### src/rtl/vm_pkg.sv
// Shared types and constants for the change-giving vending controller.
// Coin values are in cents; chg_coin encodings match the hopper interface.
package vm_pkg;

  typedef enum logic [2:0] {
    COLLECT = 3'b001,
    VEND    = 3'b010,
    CHANGE  = 3'b100
  } state_t;

  localparam int NICKEL_C  = 5;
  localparam int DIME_C    = 10;
  localparam int QUARTER_C = 25;

  localparam logic [1:0] CHG_NONE   = 2'b00;
  localparam logic [1:0] CHG_NICKEL = 2'b01;
  localparam logic [1:0] CHG_DIME   = 2'b10;

  // Value of a single coin pulse; callers guarantee at most one input is high.
  function automatic int coin_value(input logic n, input logic d, input logic q);
    if (n) return NICKEL_C;
    if (d) return DIME_C;
    if (q) return QUARTER_C;
    return 0;
  endfunction

endpackage

### src/rtl/vm_change_dispenser.sv
// Change-coin selection and hopper handshake. Purely combinational over the
// registered credit, so chg_valid/chg_coin never depend on chg_ready.
module vm_change_dispenser
  import vm_pkg::*;
#(
  parameter int CREDIT_W = 7
) (
  input  logic                start,
  input  logic [CREDIT_W-1:0] load_val,
  input  logic                chg_ready,
  output logic                chg_valid,
  output logic [1:0]          chg_coin,
  output logic [CREDIT_W-1:0] credit_next,
  output logic                done
);

  logic [CREDIT_W-1:0] amount;

  // start is held high for every cycle the controller sits in CHANGE.
  always_comb begin
    chg_valid   = 1'b0;
    chg_coin    = CHG_NONE;
    credit_next = load_val;
    done        = 1'b0;
    amount      = '0;
    if (start) begin
      chg_valid = 1'b1;
      if (load_val >= CREDIT_W'(DIME_C)) begin
        chg_coin = CHG_DIME;
        amount   = CREDIT_W'(DIME_C);
      end else begin
        chg_coin = CHG_NICKEL;
        amount   = CREDIT_W'(NICKEL_C);
      end
      if (chg_ready) begin
        credit_next = load_val - amount;
        done        = (credit_next == '0);
      end
    end
  end

endmodule

### src/rtl/vending_machine_change.sv
// Moore vending controller: collects N/D/Q against PRICE, strobes open for one
// cycle, then pays surplus credit out as dimes/nickels through the dispenser.
module vending_machine_change
  import vm_pkg::*;
#(
  parameter int PRICE    = 15,
  parameter int CREDIT_W = 7
) (
  input  logic                clk,
  input  logic                rstn,
  input  logic                N,
  input  logic                D,
  input  logic                Q,
  input  logic                cancel,
  output logic                open,
  output logic                coin_reject,
  output logic                chg_valid,
  output logic [1:0]          chg_coin,
  input  logic                chg_ready,
  output logic [CREDIT_W-1:0] credit,
  output logic                busy
);

  if (PRICE < 5 || PRICE > 95 || (PRICE % 5) != 0) begin : g_bad_price
    $error("PRICE must be a multiple of 5 in 5..95");
  end
  if (PRICE + 20 > (1 << CREDIT_W) - 1) begin : g_bad_width
    $error("CREDIT_W too narrow to hold PRICE+20");
  end

  state_t              state_reg, state_next;
  logic [CREDIT_W-1:0] credit_reg, credit_next;
  logic                reject_reg, reject_next;

  logic [1:0]          coin_cnt;
  logic                any_coin;
  logic [CREDIT_W:0]   sum;
  logic                in_change;
  logic [CREDIT_W-1:0] disp_credit;
  logic                disp_done;

  assign coin_cnt  = 2'(N) + 2'(D) + 2'(Q);
  assign any_coin  = N | D | Q;
  assign sum       = {1'b0, credit_reg} + (CREDIT_W+1)'(coin_value(N, D, Q));
  assign in_change = (state_reg == CHANGE);

  vm_change_dispenser #(
    .CREDIT_W(CREDIT_W)
  ) u_disp (
    .start      (in_change),
    .load_val   (credit_reg),
    .chg_ready  (chg_ready),
    .chg_valid  (chg_valid),
    .chg_coin   (chg_coin),
    .credit_next(disp_credit),
    .done       (disp_done)
  );

  always_ff @(posedge clk or negedge rstn) begin
    if (!rstn) begin
      state_reg  <= COLLECT;
      credit_reg <= '0;
      reject_reg <= 1'b0;
    end else begin
      state_reg  <= state_next;
      credit_reg <= credit_next;
      reject_reg <= reject_next;
    end
  end

  always_comb begin
    state_next  = state_reg;
    credit_next = credit_reg;
    reject_next = 1'b0;
    case (state_reg)
      COLLECT: begin
        // cancel outranks coins; any coin alongside it goes back to the customer
        if (cancel) begin
          reject_next = any_coin;
          if (credit_reg != '0) state_next = CHANGE;
        end else if (coin_cnt > 2'd1) begin
          reject_next = 1'b1;
        end else if (coin_cnt == 2'd1) begin
          if (sum >= (CREDIT_W+1)'(PRICE)) begin
            credit_next = CREDIT_W'(sum - (CREDIT_W+1)'(PRICE));
            state_next  = VEND;
          end else begin
            credit_next = CREDIT_W'(sum);
          end
        end
      end
      VEND: begin
        reject_next = any_coin;
        state_next  = (credit_reg != '0) ? CHANGE : COLLECT;
      end
      CHANGE: begin
        reject_next = any_coin;
        credit_next = disp_credit;
        if (disp_done) state_next = COLLECT;
      end
      default: begin
        state_next  = COLLECT;
        credit_next = '0;
      end
    endcase
  end

  assign open        = (state_reg == VEND);
  assign busy        = (state_reg == VEND) || (state_reg == CHANGE);
  assign coin_reject = reject_reg;
  assign credit      = credit_reg;

endmodule

### config.mk
export PLATFORM = sky130hd
export DESIGN_NAME = vending_machine_change
export DESIGN_NICKNAME = d
export VERILOG_FILES = /design/src/rtl/vm_pkg.sv /design/src/rtl/vm_change_dispenser.sv /design/src/rtl/vending_machine_change.sv
export SDC_FILE = /design/constraint.sdc
export NUM_CORES = 1
export LEC_CHECK = 0
export ABC_AREA = 1
export CORE_ASPECT_RATIO = 1.2
export CORE_UTILIZATION = 25
export DETAILED_ROUTE_END_ITERATION = 8
export HOLD_SLACK_MARGIN = 0.08
export PLACE_DENSITY = 0.39
export REMOVE_ABC_BUFFERS = 1
export SYNTH_ARGS = -nofsm -noshare
export SYNTH_HDL_FRONTEND = slang
export SYNTH_SLANG_ARGS = --single-unit
### constraint.sdc
create_clock -name clk -period 6.95 [get_ports clk]
set_input_delay 1.39 -clock clk [delete_from_list [all_inputs] [get_ports clk]]
set_output_delay 1.39 -clock clk [all_outputs]
set_load 0.01 [all_outputs]
======== Word level (Yosys, flattened, before mapping) ========
Index checks and enable logic that the tools add are counted.
storage, ports and cells
  output and inout port bits .............. 13
  logic and storage cells ................. 69
  register bits after elaboration ......... 11
operators by class
  muxes and demuxes ....................... 36
  reductions and logical operators ........ 6
  equal/unequal tests ..................... 13
  bitwise operators ....................... 3
  order comparisons ....................... 3
  add/subtract/negate cells ............... 5
operator list
  kind                                                                   number
  7-bit two-way mux                                                      6
  3-bit two-way mux                                                      8
  8-bit two-way mux                                                      3
  7-bit one-hot mux with 3 select lines                                  1
  3-bit inequality test, second input constant                           4
  1-bit two-way mux                                                      11
  5-bit AND reduction                                                    2
  3-bit one-hot mux with 3 select lines                                  1
  7-bit by 8-bit adder with 8-bit output                                 1
  8-bit by 4-bit >= comparator with 1-bit output, second input constant  1
  4-bit two-way mux                                                      2
  2-bit inequality test, second input constant                           4
  7-bit by 4-bit >= comparator with 1-bit output, second input constant  1
  7-bit zero test                                                        1
  7-bit nonzero test                                                     1
  7-bit by 4-bit subtractor with 7-bit output, second input constant     1
  7-bit subtractor                                                       1
  5-bit two-way mux                                                      1
  2-bit two-way mux                                                      2
  3-bit by 1-bit equality test with 1-bit output, second input constant  1
  3-bit by 2-bit equality test with 1-bit output, second input constant  1
  3-bit equality test, second input constant                             1
  1-bit by 1-bit adder with 2-bit output                                 1
  2-bit by 1-bit adder with 2-bit output                                 1
  8 further kinds                                                        9

======== Logic depth before layout (Yosys ltp) ========
Gate-level depths: netlist of run 1.
  depth in word-level cells ............... 14
  mapped depth ............................ 19
  mapped depth without buffers ............ 18

======== Cells and area by module ========
From an unflattened synthesis of run 1, not the netlist that was laid out.
unflattened totals
  cells, all modules ...................... 247
  area, all modules ....................... 1547.7 µm²
modules (own cells, without submodules)
  module                  area an instance (µm²)  cells each  times used  seq. area each (µm²)
  vending_machine_change  1171.1                  177         1           276.5
  vm_change_dispenser     376.6                   70          1           0.0

======== Worst setup path before layout of run 1 ========
No wires, ideal clock.
  path kind ............................... in2reg
  start point ............................. in N
  end point ............................... reg state_reg[2]
  arrival time ............................ 3.130 ns
  setup slack ............................. 3.703 ns
  setup time .............................. 0.118 ns
  stages on the path ...................... 14
  data required time ...................... 6.832 ns
  cell sequence ........................... o21bai_1 > ha_1 > fa_1 > ha_1 > inv_1 > nor2_4 > nand3_4 > nand2_2 > inv_2 > nand4_4 > nand2_2 > nand2_2 > nand3b_1 > nand2_1
on the way
  longest elaborated chain between the ends .. 10
  elaborated cells on any way between the ends .. 17
  classes of those cells .................. 3 x add/sub; 2 x order compare; 4 x eq/ne; 7 x mux; 1 x reduce/logical
RTL lines
  what                                            RTL line                      text
  start, declared                                 vending_machine_change.sv:11  input logic N,
  3-bit two-way mux                               vm_pkg.sv:21                  if (n) return NICKEL_C;
  4-bit two-way mux                               vm_pkg.sv:22                  if (d) return DIME_C;
  5-bit two-way mux                               vm_pkg.sv:23                  if (q) return QUARTER_C;
  8-bit two-way mux                               vm_pkg.sv:24                  return 0;
  8-bit two-way mux                               vm_pkg.sv:23
  8-bit two-way mux                               vm_pkg.sv:22
  7-bit by 8-bit adder with 8-bit output          vending_machine_change.sv:44  assign sum = {1'b0, credit_reg} + (CREDIT_W+1)'(coin_value(N, D, Q));
  8-bit by 4-bit >= comparator with 1-bit output  vending_machine_change.sv:84  if (sum >= (CREDIT_W+1)'(PRICE)) begin
  3-bit inequality test (no line)                 -
  5-bit AND reduction (no line) (*)               -
  end signal, assigned                            vending_machine_change.sv:65  state_reg <= state_next;
  end, declared                                   vending_machine_change.sv:31  state_t state_reg, state_next;
Mark *: on every way between the ends. The rest lies on a longest branch, timed or not.
A chain may end at the register's enable or synchronous reset.

======== Worst setup path in the final report of run 1 ========
Same ends and word-level chain as after synthesis.

==> results of run 1 <==
## cell usage in the layout, fill, tap and decap left out, types with 2 or more instances in the layout
cell type        count
nor2_1              26
clkdlybuf4s50_1     19
nor2_2               3
xor2_1               4
nand3_1             19
nand2_1             54
inv_2                3
ha_1                10
clkbuf_8             3
fa_1                 3
nor3_2               2
a21oi_1             16
inv_1               36
nand3b_1             4
nand3_2              5
nand4_1              7
nor3_1               4
xnor2_1              2
o21ai_1              2
nand2_4              3
dfrtp_1             10
nand2_2              9
## area by class of cell
class,count,share of cell area (%)
Sequential cell,11,14.9
Multi-Input combinational cell,182,59.1
Tap cell,80,5.40
Clock buffer,4,2.43
Timing Repair Buffer,19,10.3
Inverter,39,7.89
## cell families after synthesis
family                     share of synthesized area, %
buffers and inverters                              10.3
adders and majority gates                          12.1
and+or+nand+nor                                    48.0
DFF                                                18.1
xor gates and xnor gates                           3.43
AOI/OAI and AO/OA                                  8.10
## worst min-delay path: cells and delay by family (launching register included)
family	cells	cell delay [ns]
AND/OR/NAND/NOR	2	0.10
flip-flops	1	0.38
## Yosys cell counts, types with 2 or more instances
master | n | share of area [%]
dfrtp_1 | 10 | 16
nand3_1 | 19 | 6.2
nand3b_1 | 4 | 2.0
nand2_2 | 9 | 3.7
inv_1 | 36 | 8.8
nand4_1 | 7 | 2.9
a21oi_1 | 16 | 5.2
nand2_4 | 3 | 2.2
o21ai_1 | 2 | 0.65
inv_2 | 3 | 0.74
nor2_1 | 26 | 6.4
nand3_2 | 5 | 3.3
ha_1 | 10 | 8.2
nor3_2 | 2 | 1.3
fa_1 | 3 | 3.9
nor3_1 | 4 | 1.3
xnor2_1 | 2 | 1.1
nor2_2 | 3 | 1.2
nand2_1 | 54 | 13
xor2_1 | 4 | 2.3
## metrics by stage
step	utilization, %	area [µm²]	power (mW)	worst slack (ns)
3_5_place_dp	31.3	1810	1.01	2.92
3_3_place_gp	31.3	1810	1.01	2.98
2_1_floorplan	-	1520	0.774	3.70
4_1_cts	32.1	1850	1.08	3.17
6_report	32.1	1850	1.06	3.20
5_1_grt	32.1	1850	1.20	2.94
## where the power goes
group	internal (mW)	total [mW]	switching, mW
registers	0.102	0.157	0.0555
logic	0.331	0.838	0.507
clock network	0.0403	0.0647	0.0244
## path summary, 6_finish.rpt
check                                    startpoint                  endpoint  slack [ns]  cells past startpoint
min                        state_reg[0]$_DFFE_PN1P_  state_reg[0]$_DFFE_PN1P_        0.48                      2
min reg2reg                state_reg[0]$_DFFE_PN1P_  state_reg[0]$_DFFE_PN1P_        0.48                      2
min in group asynchronous                      rstn     coin_reject$_DFF_PN0_        1.51                      1
max reg2reg                   credit[5]$_DFFE_PN0P_  state_reg[1]$_DFFE_PN0P_        4.02                     13
max                                               N  state_reg[2]$_DFFE_PN0P_        3.20                     15
max in group asynchronous                      rstn  state_reg[0]$_DFFE_PN1P_        5.08                      1
## per-layer routing
metal  vias to the layer above  track usage [%]
met5                         -                0
met4                         0             4.20
met3                         0            0.690
met2                        12             25.8
met1                       667             18.3
li1                        795                -
==> results.json, run 1 <==
{
  "drt-total-wl_um": 4170,
  "cts_resized": 0,
  "drtAntennaViolNets": 0,
  "firstDrtPassIters": 4,
  "io_pins": 20,
  "outcome": "completed",
  "tightest_slew_ns": 0.540,
  "largest_reg_flops": 7,
  "synth_edf_count": 0,
  "ctsRootBufferMaster": "clkbuf_8",
  "synth_seq_area_share_pct": 18.1,
  "grt_pass1_wl_um": 6950,
  "crit_chain": "clkdlybuf4s50_1 -> o21bai_1 -> ha_1 -> fa_1 -> ha_1 -> inv_1 -> nor2_4 -> nand3_4 -> nand2_2 -> inv_2 -> nand4_4 -> nand2_2 -> nand2_2 -> nand3b_1 -> nand2_1",
  "critPathRequiredTime_ns": 7.08,
  "cts_buffers": 3,
  "seq_area_um2": 277,
  "die_w_um": 73.4,
  "grt_start_max_net_pins": 12,
  "hold_viol": 0,
  "fillers": 687,
  "cts.clk_slew.worst_paths_ns": 0.05,
  "die-area_mm2": 0.00644,
  "relSlewSlack_pct": 63.9,
  "clk_latency_ns": 0.24,
  "post-route-period-util_pct": 54.0,
  "multi_input_area_mm2": 0.00110,
  "stdcell_count": 335,
  "cts_sinks": 11,
  "route.layer.met1.wl_um": 2030,
  "synthCells": 233,
  "ys_dominant_reg_cell": "dfrtp_1",
  "initial_core_util_pct": 26.5,
  "leakage_nw": 0.920,
  "cts_hold_buf": 0,
  "path_delay_family": "adder cells",
  "layout.nets": 276,
  "num_rows": 30,
  "diodes": 0,
  "fin_crit_ns": 3.75,
  "crit_top_cell": "nand2_2",
  "setup_viol": 0,
  "vias": 1474,
  "ir_drop_uv": 186,
  "rsz0062_at_grt": "no",
  "wl_per_cell_um": 12.5,
  "layout-drive-gt1-share_pct": 13.3,
  "cts_max_path_buffers": 2,
  "ys_types": 31,
  "cts_tree": "yes",
  "slowest_delay_ns": 0.60,
  "async_flop_share_pct": 100,
  "drt_iter0_drc": 39,
  "yosys_warnings": 0,
  "path_buf_inv": 3,
  "critPathSlowestCell": "clkdlybuf4s50_1",
  "routed-wl-met3_um": 32,
  "io_buffers": 19,
  "fmax_mhz": 267,
  "holdWs_ns": 0.484,
  "drv_cap": 0,
  "grt-ovfl-total": 0,
  "antenna_found_initial": 0,
  "dp.cells": 331,
  "synth_area_mm2": 0.00153,
  "top_layer_used": "met3",
  "arrival_ns": 3.88,
  "hpwl_um": 3590,
  "worstSetupEndpointType": "register",
  "vias_per_cell": 4.40,
  "clock_skew_ns": 0.00120,
  "powerDensity_mw_per_mm2": 572,
  "synth_seq_cells": 11,
  "dieHeight_um": 87.7,
  "wl_met2_um": 2110,
  "syn_area_per_cell_um2": 6.57,
  "area_delta_synth_final_pct": 21.2,
  "htreeDepth": 1,
  "startpoint_type": "input port",
  "core_region_area_mm2": 0.00578,
  "hold_class": "register to register",
  "critPathMaxFanout": 7,
  "gp_congestion": 0.795,
  "grtUsageTotal_pct": 14.3,
  "cts_setup_buffers": 0,
  "grt_pass1_vias": 1440,
  "setup_tns_ns": 0,
  "drc": 0,
  "slew_violations": 0,
  "crit_type": "input port to register"
}
No activity file was read; power rests on OpenSTA's default activity.
==> run 2: changes to the inputs <==
--- a/config.mk
+++ b/config.mk
@@ -10,7 +10,7 @@
 export CORE_UTILIZATION = 25
 export DETAILED_ROUTE_END_ITERATION = 8
 export HOLD_SLACK_MARGIN = 0.08
-export PLACE_DENSITY = 0.39
+export PLACE_DENSITY = 0.41
 export REMOVE_ABC_BUFFERS = 1
 export SYNTH_ARGS = -nofsm -noshare
 export SYNTH_HDL_FRONTEND = slang
==> constraint.sdc (replaced) <==
create_clock -name clk -period 3.08 [get_ports clk]
set_input_delay 0.616 -clock clk [delete_from_list [all_inputs] [get_ports clk]]
set_output_delay 0.616 -clock clk [all_outputs]
set_load 0.01 [all_outputs]
==> run 2 against run 1 <==
Against the previous run:
- non-clock buffer count increased by 19
- combinational power increased by 150%
- worst setup slack got worse by 3.0 ns
- cell count increased by 5.7%
- global-route usage about the same
- power increased by 140%
- die area unchanged
- largest power group unchanged
- highest routed layer is now met4
==> results.json, run 2 (synthesis gave the netlist of run 1 again) <==
{
  "die_w_um": 73.4,
  "fillers": 676,
  "fin_crit_ns": 2.84,
  "post-route-period-util_pct": 92.2,
  "dieHeight_um": 87.7,
  "hold_viol": 0,
  "initial_core_util_pct": 26.5,
  "area_delta_synth_final_pct": 30.5,
  "drv_cap": 0,
  "tightest_slew_ns": 0.533,
  "layout_common_cells": "54 x nand2_1, 36 x inv_1, 26 x nor2_1",
  "drc": 0,
  "ctsRootBufferMaster": "clkbuf_8",
  "cts_setup_buffers": 0,
  "layout-drive-gt1-share_pct": 19.3,
  "vias": 1521,
  "critPathRequiredTime_ns": 3.21,
  "die-area_mm2": 0.00644,
  "leakage_nw": 1.01,
  "core_region_area_mm2": 0.00578,
  "grt-ovfl-total": 0,
  "worstSetupEndpointType": "register",
  "grt_pass1_vias": 1518,
  "outcome": "completed",
  "dp.cells": 350,
  "stdcell_count": 354,
  "drt-total-wl_um": 4180,
  "clk_latency_ns": 0.23,
  "hpwl_um": 3610,
  "multi_input_area_mm2": 0.00110,
  "setup_ws_ns": 0.241,
  "io_pins": 20,
  "grtUsageTotal_pct": 14.3,
  "startpoint_type": "input port",
  "cts_resized": 0,
  "critPathMaxFanout": 7,
  "seq_area_um2": 277,
  "setup_viol": 0,
  "firstDrtPassIters": 4,
  "drtAntennaViolNets": 0,
  "fmax_mhz": 352,
  "final_common_cell": "nand2_1",
  "cts_max_path_buffers": 2,
  "grt_pass1_wl_um": 7100,
  "antenna_found_initial": 0,
  "cts_sinks": 11,
  "largest_reg_flops": 7,
  "pre_cts_slack_ns": -0.0432,
  "layout.nets": 295,
  "ir_drop_uv": 414,
  "vias_per_cell": 4.30,
  "htreeDepth": 1,
  "io_buffers": 19,
  "crit_type": "input port to register",
  "gp_congestion": 0.788,
  "wl_per_cell_um": 11.8,
  "drt_iter0_drc": 49,
  "slew_violations": 0,
  "grt_start_max_net_pins": 12,
  "powerDensity_mw_per_mm2": 1260,
  "relSlewSlack_pct": 64.4,
  "fin_area_mm2": 0.00200,
  "clock_skew_ns": 0.00174,
  "cts_tree": "yes",
  "diodes": 0,
  "num_rows": 30,
  "holdWs_ns": 0.480,
  "hold_class": "register to register",
  "dpl_cell_area_mm2": 0.00195,
  "cts.clk_slew.worst_paths_ns": 0.05,
  "arrival_ns": 2.97,
  "cts_buffers": 3,
  "rsz0062_at_grt": "no",
  "cts_hold_buf": 0
}
[run 2: path summary, 6_finish.rpt]
path                                           from                       end  slack [ns]  cells past startpoint
min in group asynchronous                      rstn     coin_reject$_DFF_PN0_        0.73                      1
max in group asynchronous                      rstn  state_reg[0]$_DFFE_PN1P_        1.99                      1
max reg2reg                   credit[4]$_DFFE_PN0P_  state_reg[0]$_DFFE_PN1P_        0.33                     14
max                                               N  state_reg[2]$_DFFE_PN0P_        0.24                     15
min reg2reg                state_reg[0]$_DFFE_PN1P_  state_reg[0]$_DFFE_PN1P_        0.48                      2
min                        state_reg[0]$_DFFE_PN1P_  state_reg[0]$_DFFE_PN1P_        0.48                      2
[run 2: layout make-up]
type / instances / area share [%]
timing repair buffer: 38 / 16.7
inverter: 39 / 7.33
clock buffer: 4 / 2.26
multi-input combinational: 182 / 54.9
tap: 80 / 5.01
sequential: 11 / 13.8
[run 2: power by group]
part | total (mW) | internal [mW] | switching, mW | leakage (nW)
clock | 0.147 | 0.0911 | 0.0561 | 0.0228
combinational | 2.08 | 0.856 | 1.22 | 0.854
sequential | 0.287 | 0.231 | 0.0567 | 0.135
[run 2: worst max-delay path: stages]
cell and delay (ns):
clkdlybuf4s50_1 0.48, o21bai_1 0.19, ha_1 0.21, fa_1 0.46
ha_1 0.22, inv_1 0.09, nor2_4 0.05, nand3_4 0.09
nand2_2 0.05, inv_2 0.08, nand4_4 0.13, nand2_2 0.09
nand2_2 0.06, nand3b_1 0.08, nand2_1 0.05
[run 2: routing by layer]
layer | up-vias | part of all wire (%) | GRT usage [%]
met5 | - | 0 | 0
met4 | 0 | 0.74 | 4.02
met3 | 2 | 1.4 | 0.921
met2 | 16 | 49 | 25.6
met1 | 666 | 49 | 18.5
li1 | 837 | - | -
[run 2: metrics by stage]
stage / util, % / setup TNS, ns / power, mW
CTS: 34.5 / 0 / 2.55
floorplan: - / 0 / 1.75
global placement: 33.8 / 0 / 2.39
detailed placement: 33.8 / -0.114 / 2.39
finish: 34.5 / 0 / 2.51
global route: 34.5 / 0 / 2.84
==> run 3: changes to the inputs <==
--- a/config.mk
+++ b/config.mk
@@ -8,6 +8,7 @@
 export ABC_AREA = 1
 export CORE_ASPECT_RATIO = 1.2
 export CORE_UTILIZATION = 25
+export CTS_BUF_LIST = sky130_fd_sc_hd__clkbuf_4 sky130_fd_sc_hd__clkbuf_8
 export DETAILED_ROUTE_END_ITERATION = 8
 export HOLD_SLACK_MARGIN = 0.08
 export PLACE_DENSITY = 0.41
==> run 3 against run 2 <==
Against the previous run:
- register-to-register slack about the same
- global-route usage about the same
- combinational power about the same
- non-clock buffer count unchanged
- clock power up 5%
- sequential share of layout area about the same
- hold slack about the same
- count of clock-buffer cells in the layout unchanged
- maximum frequency about the same
- wire length down 0.57%
- sequential power about the same
- via count up 0.59%
==> results.json, run 3 (synthesis gave the netlist of run 1 again) <==
{
  "crit_chain": "clkdlybuf4s50_1 -> o21bai_1 -> ha_1 -> fa_1 -> ha_1 -> inv_1 -> nor2_4 -> nand3_4 -> nand2_2 -> inv_2 -> nand4_4 -> nand2_2 -> nand2_2 -> nand3b_1 -> nand2_1",
  "vias": 1530,
  "grt-ovfl-total": 0,
  "tightest_slew_ns": 0.527,
  "relSlewSlack_pct": 64.8,
  "critPathMaxFanout": 7,
  "powerDensity_mw_per_mm2": 1260,
  "grt_start_max_net_pins": 12,
  "drv_cap": 0,
  "hpwl_um": 3610,
  "drtAntennaViolNets": 0,
  "diodes": 0,
  "largest_reg_flops": 7,
  "fmax_mhz": 352,
  "die-area_mm2": 0.00644,
  "outcome": "completed",
  "leakage_nw": 1.02,
  "cts_setup_buffers": 0,
  "clk_latency_ns": 0.23,
  "dieHeight_um": 87.7,
  "cts_hold_buf": 0,
  "worstSetupEndpointType": "register",
  "layout.nets": 295,
  "arrival_ns": 2.97,
  "crit_top_cell": "nand2_2",
  "cts_tree": "yes",
  "drc": 0,
  "dp.cells": 350,
  "gp_congestion": 0.788,
  "setup_viol": 0,
  "cts_resized": 0,
  "firstDrtPassIters": 4,
  "grt_pass1_wl_um": 7070,
  "io_buffers": 19,
  "grt_pass1_vias": 1511,
  "ir_drop_uv": 414,
  "stdcell_count": 354,
  "core_region_area_mm2": 0.00578,
  "antenna_found_initial": 0,
  "crit_type": "input port to register",
  "cts_max_path_buffers": 2,
  "hold_class": "register to register",
  "cts_buffers": 3,
  "initial_core_util_pct": 26.5,
  "rsz0062_at_grt": "no",
  "clock_skew_ns": 0.00316,
  "critPathSlowestCell": "clkdlybuf4s50_1",
  "critPathRequiredTime_ns": 3.21,
  "path_buf_inv": 3,
  "layout-drive-gt1-share_pct": 19.7,
  "htreeDepth": 1,
  "num_rows": 30,
  "ff2ff_path_depth": 14,
  "grtUsageTotal_pct": 14.3,
  "slowest_delay_ns": 0.48,
  "ctsRootBufferMaster": "clkbuf_8",
  "io_pins": 20,
  "hold_viol": 0,
  "area_delta_synth_final_pct": 30.7,
  "path_delay_family": "adder cells",
  "final_common_cell": "nand2_1",
  "drt_iter0_drc": 58,
  "slew_violations": 0,
  "die_w_um": 73.4,
  "drt-total-wl_um": 4150,
  "hold_depth": 2,
  "cts_sinks": 11,
  "wl_per_cell_um": 11.7,
  "cp.depth": 15,
  "startpoint_type": "input port",
  "fin_crit_ns": 2.84,
  "post-route-period-util_pct": 92.2,
  "cts.clk_slew.worst_paths_ns": 0.05,
  "setup_tns_ns": 0,
  "layout_common_cells": "54 x nand2_1, 36 x inv_1, 26 x nor2_1",
  "vias_per_cell": 4.32
}
[run 3: cell counts in the layout (fill, tap and decap cells not counted)]
No cell type changed its count.
[run 3: per-stage QoR]
step / hold WS [ns] / utilization (%) / setup WS [ns] / area [µm²] / power (mW)
6_report: 0.480 / 34.6 / 0.241 / 2000 / 2.51
5_1_grt: 0.515 / 34.6 / 0.0210 / 2000 / 2.85
4_1_cts: 0.482 / 34.6 / 0.210 / 2000 / 2.55
3_5_place_dp: 0.474 / 33.8 / -0.0432 / 1950 / 2.39
3_3_place_gp: 0.469 / 33.8 / 0.0313 / 1950 / 2.39
2_1_floorplan: 0.320 / - / 0.564 / 1520 / 1.75
[run 3: worst register-to-register path, cell delays in order, from the launching register on]
cell      delay [ns]
dfrtp_1         0.38
nor2_2          0.17
nand2_1         0.10
a21oi_1         0.31
inv_1           0.16
fa_1            0.44
nand3b_1        0.23
nand3b_1        0.14
nand4_1         0.09
o21ai_0         0.15
nand2_1         0.11
nor2_1          0.21
nand2_2         0.09
nand2_1         0.06
nand2_1         0.04
[run 3: final timing paths]
check,start,end,slack (ns)
worst max-delay path,N,state_reg[2]$_DFFE_PN0P_,0.24
worst min-delay path,state_reg[0]$_DFFE_PN1P_,state_reg[0]$_DFFE_PN1P_,0.48
worst max register to register,credit[4]$_DFFE_PN0P_,state_reg[0]$_DFFE_PN1P_,0.34
worst min register to register,state_reg[0]$_DFFE_PN1P_,state_reg[0]$_DFFE_PN1P_,0.48
max in group asynchronous,rstn,state_reg[0]$_DFFE_PN1P_,1.99
min in group asynchronous,rstn,coin_reject$_DFF_PN0_,0.73
[run 3: layer usage]
metal  global-route usage (%)  part of all wire (%)  vias to the layer above
met5                        0                     0                        -
met4                     4.02                  0.75                        0
met3                    0.921                   1.8                        2
met2                     25.4                    49                       22
met1                     18.5                    49                      668
li1                         -                     -                      838
[run 3: report_power, final]
| part | internal (mW) | switching, mW | leakage, nW |
|---|---|---|---|
| clock network | 0.0998 | 0.0552 | 0.0262 |
| logic | 0.856 | 1.22 | 0.854 |
| registers | 0.231 | 0.0566 | 0.135 |
| total | 1.19 | 1.33 | 1.02 |
[run 3: area by class of cell]
class | count | area, µm²
Timing Repair Buffer | 38 | 333
Tap cell | 80 | 100
Clock buffer | 4 | 48.8
Inverter | 39 | 146
Sequential cell | 11 | 277
Multi-Input combinational cell | 182 | 1100
Fill cell | 674 | 3780
